==> config.mk <==
export PLATFORM = sky130hd
export DESIGN_NAME = seq_pattern_gen
export DESIGN_NICKNAME = d
export VERILOG_FILES = /design/src/rtl/seq_pattern_gen.sv
export SDC_FILE = /design/constraint.sdc
export NUM_CORES = 1
export LEC_CHECK = 0
export CAP_MARGIN = 5
export CORE_MARGIN = 2
export CORE_UTILIZATION = 55
export CTS_BUF_LIST = sky130_fd_sc_hd__clkbuf_8
export DETAILED_ROUTE_END_ITERATION = 10
export PLACE_DENSITY = 0.79
export SLEW_MARGIN = 0
export SYNTH_ARGS = -nofsm -noshare
export SYNTH_HDL_FRONTEND = slang
export SYNTH_SLANG_ARGS = --single-unit
==> constraint.sdc <==
create_clock -name clk -period 4.65 [get_ports clk]
set_clock_uncertainty 0.15 [all_clocks]
set_input_delay 1.1625 -clock clk [delete_from_list [all_inputs] [get_ports clk]]
set_output_delay 1.1625 -clock clk [all_outputs]
set_load 0.05 [all_outputs]
==> src/rtl/seq_pattern_gen.sv <==
// Bit-serial pattern generator: shifts a latched pattern out MSB-first, repeated
// a programmed number of times with optional zero gaps between repetitions.
module seq_pattern_gen #(
    parameter int PAT_W = 8,
    parameter int LEN_W = 4,
    parameter int REP_W = 4,
    parameter int GAP_W = 4
) (
    input  logic             clk,
    input  logic             rst,
    input  logic             start,
    input  logic [PAT_W-1:0] pattern,
    input  logic [LEN_W-1:0] len,
    input  logic [REP_W-1:0] reps,
    input  logic [GAP_W-1:0] gap,
    output logic             dout,
    output logic             dvalid,
    output logic             busy,
    output logic             done
);

    typedef enum logic [1:0] {
        ST_IDLE  = 2'b00,
        ST_SHIFT = 2'b01,
        ST_GAP   = 2'b10
    } state_t;

    state_t             state_r, state_s;
    logic [PAT_W-1:0]   pat_r, pat_s;
    logic [LEN_W-1:0]   len_r, len_s;
    logic [LEN_W-1:0]   idx_r, idx_s;
    logic [REP_W-1:0]   rep_r, rep_s;
    logic [GAP_W-1:0]   gap_len_r, gap_len_s;
    logic [GAP_W-1:0]   gap_r, gap_s;
    logic               dout_r, dout_s;
    logic               dvalid_r, dvalid_s;
    logic               busy_r, busy_s;
    logic               done_r, done_s;
    logic [LEN_W-1:0]   eff_len_s;

    // Select pattern bit i without an index wider than the pattern's address range.
    function automatic logic pick_bit(input logic [PAT_W-1:0] p, input logic [LEN_W-1:0] i);
        logic b;
        b = 1'b0;
        for (int k = 0; k < PAT_W; k++) begin
            b = b | (p[k] & (LEN_W'(k) == i));
        end
        return b;
    endfunction

    // Requested length clamped to the pattern width.
    always_comb begin
        if (len > LEN_W'(PAT_W)) begin
            eff_len_s = LEN_W'(PAT_W);
        end else begin
            eff_len_s = len;
        end
    end

    // Next-state and next-output logic; each output register holds the value for the
    // cycle that follows the edge, so the state names what is on dout right now.
    always_comb begin
        state_s   = state_r;
        pat_s     = pat_r;
        len_s     = len_r;
        idx_s     = idx_r;
        rep_s     = rep_r;
        gap_len_s = gap_len_r;
        gap_s     = gap_r;
        dout_s    = 1'b0;
        dvalid_s  = 1'b0;
        busy_s    = 1'b0;
        done_s    = 1'b0;
        case (state_r)
            ST_IDLE: begin
                if (start) begin
                    if ((eff_len_s != {LEN_W{1'b0}}) && (reps != {REP_W{1'b0}})) begin
                        state_s   = ST_SHIFT;
                        pat_s     = pattern;
                        len_s     = eff_len_s;
                        idx_s     = eff_len_s - LEN_W'(1);
                        rep_s     = reps - REP_W'(1);
                        gap_len_s = gap;
                        gap_s     = {GAP_W{1'b0}};
                        dout_s    = pick_bit(pattern, eff_len_s - LEN_W'(1));
                        dvalid_s  = 1'b1;
                        busy_s    = 1'b1;
                    end else begin
                        done_s = 1'b1;
                    end
                end else begin
                    state_s = ST_IDLE;
                end
            end
            ST_SHIFT: begin
                if (idx_r != {LEN_W{1'b0}}) begin
                    idx_s    = idx_r - LEN_W'(1);
                    dout_s   = pick_bit(pat_r, idx_r - LEN_W'(1));
                    dvalid_s = 1'b1;
                    busy_s   = 1'b1;
                end else if (rep_r != {REP_W{1'b0}}) begin
                    rep_s  = rep_r - REP_W'(1);
                    busy_s = 1'b1;
                    if (gap_len_r != {GAP_W{1'b0}}) begin
                        state_s = ST_GAP;
                        gap_s   = gap_len_r - GAP_W'(1);
                    end else begin
                        idx_s    = len_r - LEN_W'(1);
                        dout_s   = pick_bit(pat_r, len_r - LEN_W'(1));
                        dvalid_s = 1'b1;
                    end
                end else begin
                    state_s = ST_IDLE;
                    done_s  = 1'b1;
                end
            end
            ST_GAP: begin
                busy_s = 1'b1;
                if (gap_r != {GAP_W{1'b0}}) begin
                    gap_s = gap_r - GAP_W'(1);
                end else begin
                    state_s  = ST_SHIFT;
                    idx_s    = len_r - LEN_W'(1);
                    dout_s   = pick_bit(pat_r, len_r - LEN_W'(1));
                    dvalid_s = 1'b1;
                end
            end
            default: begin
                state_s = ST_IDLE;
            end
        endcase
    end

    // State, counters and registered outputs with synchronous reset.
    always_ff @(posedge clk) begin
        if (rst) begin
            state_r   <= ST_IDLE;
            pat_r     <= {PAT_W{1'b0}};
            len_r     <= {LEN_W{1'b0}};
            idx_r     <= {LEN_W{1'b0}};
            rep_r     <= {REP_W{1'b0}};
            gap_len_r <= {GAP_W{1'b0}};
            gap_r     <= {GAP_W{1'b0}};
            dout_r    <= 1'b0;
            dvalid_r  <= 1'b0;
            busy_r    <= 1'b0;
            done_r    <= 1'b0;
        end else begin
            state_r   <= state_s;
            pat_r     <= pat_s;
            len_r     <= len_s;
            idx_r     <= idx_s;
            rep_r     <= rep_s;
            gap_len_r <= gap_len_s;
            gap_r     <= gap_s;
            dout_r    <= dout_s;
            dvalid_r  <= dvalid_s;
            busy_r    <= busy_s;
            done_r    <= done_s;
        end
    end

    assign dout   = dout_r;
    assign dvalid = dvalid_r;
    assign busy   = busy_r;
    assign done   = done_r;

endmodule

==> summary.md <==
| Metric | Value |
|---|---|
| CTS Hold Bufs | 0 |
| Met2 WL post-DR | roughly 2400 um |
| Outcome | complete, no violations |
| Rows | 23 |
| Overall routing resource usage | 0.246 |
| Layout cells sized above 1 | 0.0545 |
| Root Driver | clkbuf_8 |
| CTS buffer count | 5 |
| Final period utilization | 0.757 |
| PD cells | ~560 nW/um^2 |
| Routed length on met3 | ~240 um |
| Highest Clock Rate | about 280 MHz |
| YS warnings | 0 |
| Synth unique cells | 53 |
| Fin area | 2650 um^2 |
| Ant. Diodes | 0 |
| Peak supply drop | about 0.23 mV |
| Die span in y | around 68 um |
| Area grow syn2layout | 18.0% |
| Post-place instance area | 2540 um^2 |
| Worst EP required | 4660 ps |
| Largest net degree at the start of global routing | 27 |
| Initial Utilization | 0.564 |
| I/O pin cnt | 27 |
| Slew Limit Fails | 0 |
| TritonCTS clock tree | yes |
| Buffer depth of the longest clock path | 2 |
| Most common cell in the netlist | nor2_1 |
| Crit Path Max Fanout | 11 |
| Setup violators final | 0 |
| Number of vias per cell | around 6.0 |
| Clk sink count | 34 |
| Sequential area share after synthesis | 0.304 |
| First-pass GRT wire length | 8430 um |
| Dpl hpwl | between 3000 and 4000 um |
| Leak | 1.04 nW |
| Worst path arrival time | around 3500 ps |
| Fin crit period | 3520 ps |
| EDFF count, synth | 0 |
| Kind of end point of the critical path | register |
| Synth top area share | 0.304 |
| NumNets Final | 318 |
| Unrepaired setup endpoints after global routing | false |
| Clk Latency, worst-skew pair | 290 ps |
| Vias in the first global route | around 1800 |
| Syn Area/Cell | between 8 and 9 um^2 |
| DRT antenna net count | 0 |
| Per-cell routed wire length | between 15 and 20 um |
| Met1 wire length | 2580 um |
| Global route overflow | 0 |
| Post-CTS Resized | 0 |
| Via count | roughly 2000 |
| Leading area contributor after synthesis | dfxtp_1 |
| Core footprint | 3970 um^2 |
| Worst-Margin Slew | roughly 950 ps |
| Antenna violations before repair | 0 |
| Worst min path class | reg2reg |
| Commonest cells in the netlist | 35 x nor2_1, 34 x dfxtp_1, 30 x mux2i_1 |
| Iter 0 DRT Violations | approximately 160 |
| Htree depth | 2 |
| Ys flop type | dfxtp_1 |
| Worst rel slew slack | 0.364 |
| Top Layer Used | met4 |
| Mapped Cells | ~250 |
| WL final | around 5300 um |
| Clk pin slew, worst setup/hold paths | about 70 ps |
| Die area | around 4600 um^2 |
| GPL Wtd Cong | between 0.8 and 0.9 |
| PortBufs | 26 |
| Die width | 67.8 um |
| Syn Std Cell Area | 2240 um^2 |
| # fillers | roughly 340 |
| Tot Pwr | about 1.5 mW |
| Post-CTS Setup Bufs | 0 |
| Yosys reg bits | 34 |
| Ranking of synthesized cells by area | dfxtp_1 30%, mux2i_1 13%, ha_1 12% |
| Max-cap viol count | 0 |
| DRC errors left | 0 |
| Final setup TNS | 0 ps |
| R2r setup slk | ~2100 ps |
| Syn Nets | between 200 and 300 |
| CP Launch Type | input pin |
| Post-synth ARST share | 0 |
| Setup CP Type | in2reg |
| First-pass detailed-route iteration total | 6 |
| Endpoints failing hold | 0 |
-- through the flow --
step,setup WS [ps],utilization,instances,hold WS [ps]
4_1_cts,1160,0.666,325,337
2_1_floorplan,1740,-,249,295
3_3_place_gp,972,0.639,317,309
6_report,1130,0.666,325,332
3_5_place_dp,858,0.639,317,325
5_1_grt,909,0.666,325,350
-- where the power goes --
| part | total [mW] | internal [mW] | switching (mW) |
|---|---|---|---|
| combinational | 0.769 | 0.320 | 0.449 |
| clock | 0.269 | 0.156 | 0.113 |
| sequential | 0.447 | 0.367 | 0.0800 |
| total | 1.49 | 0.843 | 0.642 |
-- final timing paths --
check / startpoint / to / cells after the start
worst max register to register: idx_r[0]$_SDFFE_PP0P_ / state_r[0]$_SDFFE_PP0P_ / 7
worst max-delay path: len[3] / busy$_SDFF_PP0_ / 8
worst min-delay path: gap_r[0]$_SDFFE_PP0P_ / gap_r[0]$_SDFFE_PP0P_ / 2
worst min register to register: gap_r[0]$_SDFFE_PP0P_ / gap_r[0]$_SDFFE_PP0P_ / 2
-- metal layers --
layer,track usage,vias up
met2,0.391,63
met3,0.0543,10
met1,0.329,927
met4,0.0875,0
li1,-,955
met5,0,-
-- kinds of logic (layout without fill, tap and decap cells) --
group | count (synthesis) | in the layout | share of synthesized area
multiplexers | 30 | 30 | 0.134
flip-flops | 34 | 34 | 0.304
AO/OA/AOI/OAI | 51 | 51 | 0.184
adder cells (fa/ha/maj) | 21 | 21 | 0.117
buffers and inverters | 24 | 50 | 0.0452
AND/OR/NAND/NOR | 81 | 81 | 0.184
XOR/XNOR | 8 | 8 | 0.0313
-- registers in the layout (all words and copies together) (netlist names) --
name       cells
len_r          4
gap_r          4
pat_r          8
done           1
gap_len_r      4
state_r        2
dout           1
rep_r          4
idx_r          4
dvalid         1
busy           1
-- critical path, stage by stage --
cell and delay [ps]:
clkdlybuf4s50_1 550, nand2b_1 230, ha_1 220, nor3b_1 570, nor3_2 100, buf_4 220
a2111oi_0 380, nor3_1 90
-- layout make-up --
cell class                      instances  area (um^2)  area share
Multi-Input combinational cell        191         1460       0.553
Sequential cell                        34          681       0.257
Timing Repair Buffer                   29          283       0.107
Clock buffer                            5         68.8      0.0260
Tap cell                               50         62.6      0.0237
Inverter                               13         48.8      0.0184
Clock inverter                          3         37.5      0.0142
-- cells in the final DEF (no fill, tap or decap), types with 2 or more instances in the layout --
cell type / instances
a211oi_1: 5
a21oi_1: 6
a22o_1: 2
a22oi_1: 12
buf_4: 3
clkbuf_8: 5
clkdlybuf4s50_1: 26
dfxtp_1: 34
ha_1: 21
inv_1: 15
mux2i_1: 30
nand2_1: 10
nand2b_1: 2
nand3_1: 6
nor2_1: 35
nor3_1: 8
nor3b_1: 2
nor4_1: 3
o211ai_1: 3
o221ai_1: 2
o31ai_1: 3
or2_0: 2
or3b_1: 3
xnor2_1: 2
xor2_1: 6
No activity file was read; power rests on OpenSTA's default activity.
